`src/rtl/cordic_rotate.sv`:
```
// Rotation-mode CORDIC polar-to-cartesian converter: one sample per clock,
// fixed latency T_IR_NUM+2, angle encoded as alpha/(2*pi) * 2^DW_NOR.
module cordic_rotate #(
    parameter int DW       = 16,
    parameter int T_IR_NUM = 15,
    parameter int DW_DOT   = 4,
    parameter int DW_NOR   = 20
) (
    input  logic                 clk,
    input  logic                 rst,
    input  logic                 din_vsync,
    input  logic                 din_hsync,
    input  logic [DW-1:0]        din_radians,
    input  logic [DW_NOR-1:0]    din_angle,
    output logic                 dout_vsync,
    output logic                 dout_hsync,
    output logic signed [DW-1:0] dout_x,
    output logic signed [DW-1:0] dout_y
);
    localparam int IW = DW + DW_DOT + 1;
    localparam int ZW = DW_NOR + 1;
    localparam int PW = DW + 17;

    localparam logic [PW-1:0]        K_C      = PW'(39797);
    localparam logic [PW-1:0]        X0_RND_C = PW'(1) << (15 - DW_DOT);
    localparam logic signed [IW:0]   RND_C    = (IW+1)'(1) << (DW_DOT - 1);
    localparam logic signed [IW:0]   SAT_HI_C = (IW+1)'((1 << (DW - 1)) - 1);
    localparam logic signed [IW:0]   SAT_LO_C = -SAT_HI_C;

    // atan(2^-i) in angle units of 2^DW_NOR per full turn
    function automatic logic signed [ZW-1:0] atan_f(input int i);
        case (i)
            0:       atan_f = ZW'(131072);
            1:       atan_f = ZW'(77376);
            2:       atan_f = ZW'(40884);
            3:       atan_f = ZW'(20753);
            4:       atan_f = ZW'(10417);
            5:       atan_f = ZW'(5213);
            6:       atan_f = ZW'(2607);
            7:       atan_f = ZW'(1304);
            8:       atan_f = ZW'(652);
            9:       atan_f = ZW'(326);
            10:      atan_f = ZW'(163);
            11:      atan_f = ZW'(81);
            12:      atan_f = ZW'(41);
            13:      atan_f = ZW'(20);
            14:      atan_f = ZW'(10);
            15:      atan_f = ZW'(5);
            16:      atan_f = ZW'(3);
            17:      atan_f = ZW'(1);
            default: atan_f = '0;
        endcase
    endfunction

    function automatic logic signed [DW-1:0] sat_f(input logic signed [IW:0] v);
        if (v > SAT_HI_C) begin
            sat_f = SAT_HI_C[DW-1:0];
        end else if (v < SAT_LO_C) begin
            sat_f = SAT_LO_C[DW-1:0];
        end else begin
            sat_f = v[DW-1:0];
        end
    endfunction

    // index 0 holds the stage-0 registers, index i+1 the result of rotation step i
    logic signed [IW-1:0] x_q  [0:T_IR_NUM];
    logic signed [IW-1:0] x_d  [0:T_IR_NUM];
    logic signed [IW-1:0] y_q  [0:T_IR_NUM];
    logic signed [IW-1:0] y_d  [0:T_IR_NUM];
    logic signed [ZW-1:0] z_q  [0:T_IR_NUM];
    logic signed [ZW-1:0] z_d  [0:T_IR_NUM];
    logic [1:0]           q_q  [0:T_IR_NUM];
    logic [1:0]           q_d  [0:T_IR_NUM];
    logic                 vs_q [0:T_IR_NUM];
    logic                 vs_d [0:T_IR_NUM];
    logic                 hs_q [0:T_IR_NUM];
    logic                 hs_d [0:T_IR_NUM];

    logic [PW-1:0]        x0_prod_s;
    logic signed [IW:0]   xr_s;
    logic signed [IW:0]   yr_s;
    logic signed [DW-1:0] xs_s;
    logic signed [DW-1:0] ys_s;
    logic signed [DW-1:0] ox_s;
    logic signed [DW-1:0] oy_s;

    // stage 0 (gain pre-compensation, quadrant split) and the rotation steps
    always_comb begin
        x0_prod_s = PW'(din_radians) * K_C + X0_RND_C;
        x_d[0]    = IW'(x0_prod_s >> (16 - DW_DOT));
        y_d[0]    = '0;
        z_d[0]    = {3'b000, din_angle[DW_NOR-3:0]};
        q_d[0]    = din_angle[DW_NOR-1:DW_NOR-2];
        vs_d[0]   = din_vsync;
        hs_d[0]   = din_hsync;
        for (int i = 0; i < T_IR_NUM; i++) begin
            if (!z_q[i][ZW-1]) begin
                x_d[i+1] = x_q[i] - (y_q[i] >>> i);
                y_d[i+1] = y_q[i] + (x_q[i] >>> i);
                z_d[i+1] = z_q[i] - atan_f(i);
            end else begin
                x_d[i+1] = x_q[i] + (y_q[i] >>> i);
                y_d[i+1] = y_q[i] - (x_q[i] >>> i);
                z_d[i+1] = z_q[i] + atan_f(i);
            end
            q_d[i+1]  = q_q[i];
            vs_d[i+1] = vs_q[i];
            hs_d[i+1] = hs_q[i];
        end
    end

    // final stage: round away the fraction bits, saturate, then map back to the quadrant
    always_comb begin
        xr_s = ($signed({x_q[T_IR_NUM][IW-1], x_q[T_IR_NUM]}) + RND_C) >>> DW_DOT;
        yr_s = ($signed({y_q[T_IR_NUM][IW-1], y_q[T_IR_NUM]}) + RND_C) >>> DW_DOT;
        xs_s = sat_f(xr_s);
        ys_s = sat_f(yr_s);
        case (q_q[T_IR_NUM])
            2'd0:    begin ox_s = xs_s;  oy_s = ys_s;  end
            2'd1:    begin ox_s = -ys_s; oy_s = xs_s;  end
            2'd2:    begin ox_s = -xs_s; oy_s = -ys_s; end
            2'd3:    begin ox_s = ys_s;  oy_s = -xs_s; end
            default: begin ox_s = '0;    oy_s = '0;    end
        endcase
    end

    // pipeline registers
    always_ff @(posedge clk) begin
        if (rst) begin
            for (int i = 0; i <= T_IR_NUM; i++) begin
                x_q[i]  <= '0;
                y_q[i]  <= '0;
                z_q[i]  <= '0;
                q_q[i]  <= 2'b00;
                vs_q[i] <= 1'b0;
                hs_q[i] <= 1'b0;
            end
        end else begin
            for (int i = 0; i <= T_IR_NUM; i++) begin
                x_q[i]  <= x_d[i];
                y_q[i]  <= y_d[i];
                z_q[i]  <= z_d[i];
                q_q[i]  <= q_d[i];
                vs_q[i] <= vs_d[i];
                hs_q[i] <= hs_d[i];
            end
        end
    end

    // output registers; data is forced to zero outside valid samples
    always_ff @(posedge clk) begin
        if (rst) begin
            dout_vsync <= 1'b0;
            dout_hsync <= 1'b0;
            dout_x     <= '0;
            dout_y     <= '0;
        end else begin
            dout_vsync <= vs_q[T_IR_NUM];
            dout_hsync <= hs_q[T_IR_NUM];
            dout_x     <= hs_q[T_IR_NUM] ? ox_s : '0;
            dout_y     <= hs_q[T_IR_NUM] ? oy_s : '0;
        end
    end
endmodule

```
`config.mk`:
```
export PLATFORM = sky130hd
export DESIGN_NAME = cordic_rotate
export DESIGN_NICKNAME = d
export VERILOG_FILES = /design/src/rtl/cordic_rotate.sv
export SDC_FILE = /design/constraint.sdc
export NUM_CORES = 2
export LEC_CHECK = 0
export ABC_CLOCK_PERIOD_IN_PS = 9840
export CORE_MARGIN = 1
export CORE_UTILIZATION = 60
export DETAILED_ROUTE_END_ITERATION = 6
export GPL_TIMING_DRIVEN = 0
export PLACE_DENSITY = 0.76
export SYNTH_ARGS = -nofsm -noshare
export SYNTH_HDL_FRONTEND = slang
export SYNTH_SLANG_ARGS = --single-unit
```
`constraint.sdc`:
```
create_clock -name clk -period 9.84 [get_ports clk]
set_clock_uncertainty 0.15 [all_clocks]
set_input_delay 1.968 -clock clk [delete_from_list [all_inputs] [get_ports clk]]
set_output_delay 1.968 -clock clk [all_outputs]
set_load 0.01 [all_outputs]
```
== Word-level counts from Yosys, hierarchy flattened ==
Memories as Yosys holds them, arrays and structs flattened. A register that Yosys moved wholly into a read port is not among the register bits.
Index checks and enable logic that the tools add are counted.
Cells by class
  eq/ne operators: 3
  bitwise logic cells: 97
  reductions and logical operators: 2
  add/sub/neg operators: 94
  multiply operators: 1
  $lt $le $gt $ge: 4
  muxes and demuxes: 180
Operator list (number)
  21-bit 2-to-1 mux: 123
  21-bit subtractor: 17
  21-bit adder: 16
  16-bit one-hot mux with 4 select lines: 2
  1-bit OR: 96
  16-bit 2-to-1 mux: 4
  21-bit by 5-bit adder with 22-bit output, second input constant: 2
  21-bit by 10-bit adder with 21-bit output: 2
  21-bit by 11-bit adder with 21-bit output: 2
  21-bit by 12-bit adder with 21-bit output: 2
  21-bit by 13-bit adder with 21-bit output: 2
  21-bit by 14-bit adder with 21-bit output: 2
  21-bit by 15-bit adder with 21-bit output: 2
  21-bit by 16-bit adder with 21-bit output: 2
  21-bit by 17-bit adder with 21-bit output: 2
  21-bit by 18-bit adder with 21-bit output: 2
  21-bit by 19-bit adder with 21-bit output: 2
  21-bit by 20-bit adder with 21-bit output: 2
  21-bit by 7-bit adder with 21-bit output: 2
  21-bit by 8-bit adder with 21-bit output: 2
  21-bit by 9-bit adder with 21-bit output: 2
  21-bit by 10-bit subtractor with 21-bit output: 2
  21-bit by 11-bit subtractor with 21-bit output: 2
  21-bit by 12-bit subtractor with 21-bit output: 2
  other kinds (23): 87
Storage, ports and cells
  logic and storage cells: 390
  register bits: 33
  memories kept: 6
  output and inout bits: 34
  bits of input ports: 40
  memory bits (writable): 1072
Memories
  x_q: words 16, bits a word 21, read ports 16, clocked after memory_dff 0, write ports 16, line 66  | logic signed [IW-1:0] x_q [0:T_IR_NUM];
  y_q: words 16, bits a word 21, read ports 16, clocked after memory_dff 0, write ports 16, line 68  | logic signed [IW-1:0] y_q [0:T_IR_NUM];
  z_q: words 16, bits a word 21, read ports 15, clocked after memory_dff 0, write ports 16, line 70  | logic signed [ZW-1:0] z_q [0:T_IR_NUM];
  q_q: words 16, bits a word 2, read ports 16, clocked after memory_dff 0, write ports 16, line 72  | logic [1:0] q_q [0:T_IR_NUM];
  hs_q: words 16, bits a word 1, read ports 16, clocked after memory_dff 0, write ports 16, line 76  | logic hs_q [0:T_IR_NUM];
  vs_q: words 16, bits a word 1, read ports 16, clocked after memory_dff 1, write ports 16, line 74  | logic vs_q [0:T_IR_NUM];

== Longest topological paths before layout ==
An unclocked memory read counts as a cell.
  depth after elaboration: 7
  depth in mapped cells: 23
  mapped depth without buffers: 23

== Worst setup path after synthesis ==
Ideal clock, no wire load.
  path type: input to register
  from: input port din_radians[6]
  to: memory x_q[0][19] in the netlist's numbering
  setup time: 0.072 ns
  stages on the path: 23
  path buffers: 0
  arrival: 7.494 ns
  data required time: 9.618 ns
  setup slack: 2.124 ns
  cells stage by stage: fa_1 > inv_1 > fa_1 > inv_1 > fa_1 > inv_1 > fa_1 > inv_1 > fa_1 > inv_1 > fa_1 > inv_1 > ha_1 > nand2_1 > a21oi_1 > a211oi_1 > nand3_1 > a31oi_1 > a31oi_1 > a41o_1 > a211oi_1 > o2bb2ai_1 > mux2i_1
RTL lines
  start: declaration: line 13  | input logic [DW-1:0] din_radians,
  end: declaration: line 66

==> results.tsv <==
metric	value	unit
critPathMaxFanout	8	
vias	64320	
design_area	81160	µm²
cts.path.max_buffers	3	
max_freq	116.9	MHz
ctsResizeCount	0	
crit_type	primary input to flop	
postPlaceCellArea	77440	µm²
area_growth	8.752	%
critPathArrivalTime	9.05	ns
avgRoutedWirePerCell	17.92	µm
grt_pass1_vias	61670	
clkTransAtPathRegs	0.06	ns
cap_viol_max_count	0	
cts_root_buf	clkbuf_16	
synth_flop_cell	dfxtp_1	
synth_warnings	0	
overflow	0	
yosys.area.top_type	dfxtp_1	
drt_iter0_drc	4488	
slew_viol_final	0	
final_common_cell	nor2_1	
synth-async-reset-ratio	0	
initial_core_util	0.6044	
cts_tree	done	
antenna_found_initial	8	
nets	10340	
dieHeight	354.7	µm
grtUsageTotal	0.3047	
ys_ff_latch	1008	
avgViaCountPerCell	5.887	
synth-edff-count	0	
cts.sinks	1008	
portBuffers	73	
grt_pass1_wl	313600	µm
yosysSeqAreaShare	0.2704	
critPathLaunchType	primary input	
ys_types	97	
fin_crit_sh	0.8697	
fillers	10500	
outcome	completed	
clk_latency	0.74	ns
synth_top_area_frac	0.2704	
dieArea	125800	µm²
ios	74	
drcViolationCount	0	
synthTopCellsByArea	dfxtp_1, ha_1, nor2_1	
netlist_instances	9019	
fin_tns_setup	0	ns
setup_violations	0	
hold_buffers	0	
cts_buffers	108	
layout_common_cells	nor2_1, dfxtp_1, ha_1	
drt-pass1-iter-count	7	
hpwl	153300	µm
die_w	354.7	µm
h-tree-depth	3	
syn_nets	10150	
slew_headroom	0.03810	
ant_nets	0	
avgSynthCellArea	8.274	µm²
drive_above_1_share	0.03747	
min_path_type	flop to flop	
syn_area	74630	µm²
place_ws	0.5318	ns
endpoint_kind	flop	
rows	129	
core_area	123500	µm²
drt_wl_total	195800	µm
gp_congestion	0.9409	
grt_max_degree	28	
final_hold_viol_count	0	
cp_data_required_time	10.33	ns
rsz0062_at_grt	no	
postCtsSetupBuffers	0	
fin_crit	8.558	ns
worstMarginPinSlew	1.443	ns
worst_slack	1.282	ns
[metrics by stage]
stage | utilization | hold slack, ns | std cells
final | 0.6573 | 0.2417 | 10930
after global routing | 0.6573 | 0.2677 | 10930
after CTS | 0.6573 | 0.2407 | 10930
after detailed placement | 0.6272 | 0.2291 | 10730
after global placement | 0.6269 | 0.2242 | 10730
after floorplan | - | 0.2182 | 9019
[sequential cells by signal (all words and copies together) (netlist names), 16 cells and up]
name    count
y_q       312
dout_x     16
hs_q       16
z_q       287
dout_y     16
vs_q       16
q_q        32
x_q       311
[cells in the mapped netlist, drive strengths merged, types with 54 or more instances]
master  number
dfxtp     1008
fa         139
inv        494
nand2      397
and3        71
a21o       170
ha         954
a21oi      687
xor2       481
clkbuf     198
nor4        54
nor2      1332
or3         89
o21bai      74
o21ai      371
mux2        55
a31oi       97
nand2b      95
nand3      181
xnor2      469
nor3       436
nor2b      302
o21a        89
a211oi     119
[path summary, 6_finish.rpt]
check / slack, ns / endpoint / cells past startpoint / from
worst max-delay path: 1.28 / x_q[0][19] / 24 / din_radians[7]
worst min-delay path: 0.24 / z_q[0][41] / 1 / z_q[0][17]
worst max register to register: 4.19 / y_q[0][125] / 14 / z_q[0][104]
worst min register to register: 0.24 / z_q[0][41] / 1 / z_q[0][17]
[worst max-delay path: stages]
cell	delay, ns
clkdlybuf4s50_1	0.70
fa_1	0.64
inv_1	0.05
fa_1	0.49
inv_1	0.06
fa_1	0.50
inv_1	0.05
fa_1	0.47
inv_1	0.06
fa_1	0.53
inv_1	0.06
fa_1	0.52
inv_1	0.04
ha_1	0.33
nand2_1	0.10
a21oi_1	0.05
a211oi_1	0.40
nand3_1	0.20
a31oi_1	0.40
a31oi_1	0.24
a41o_1	0.37
a211oi_1	0.38
o2bb2ai_1	0.23
mux2i_1	0.22
[area by class of cell]
type                            count  area [µm²]  area share
Antenna cell                        1       2.502  0.00003083
Buffer                            234       925.9     0.01141
Clock buffer                      145        3092     0.03810
Clock inverter                     50       623.1    0.007678
Inverter                          496        1862     0.02294
Multi-Input combinational cell   7281       51670      0.6367
Sequential cell                  1008       20180      0.2486
Tap cell                         1637        2048     0.02524
Timing Repair Buffer               74       750.7    0.009250
[kinds of logic (layout without fill, tap and decap cells)]
logic type / after synthesis / after routing / share of synthesized area
simple gates: 3133 / 3133 / 0.1979
compound gates: 2001 / 2001 / 0.1704
fa+ha+maj: 1093 / 1093 / 0.1972
flops: 1008 / 1008 / 0.2704
xor+xnor: 950 / 950 / 0.1115
buf+inv: 730 / 999 / 0.03715
mux: 104 / 104 / 0.01542
other cells: 0 / 1 / 0
[layer usage]
layer  part of all wire  up-vias  track usage  routed length [µm]
li1                   -    31960            -                   -
met1               0.45    30360       0.4003               88410
met2               0.46     1635       0.5155               90620
met3              0.053      354      0.03414               10290
met4              0.033        4       0.1078                6449
met5            0.00014        -            0                  27
Power is not shown: default switching activity piles up to over one toggle a cycle in this logic, so the estimate is an artifact.
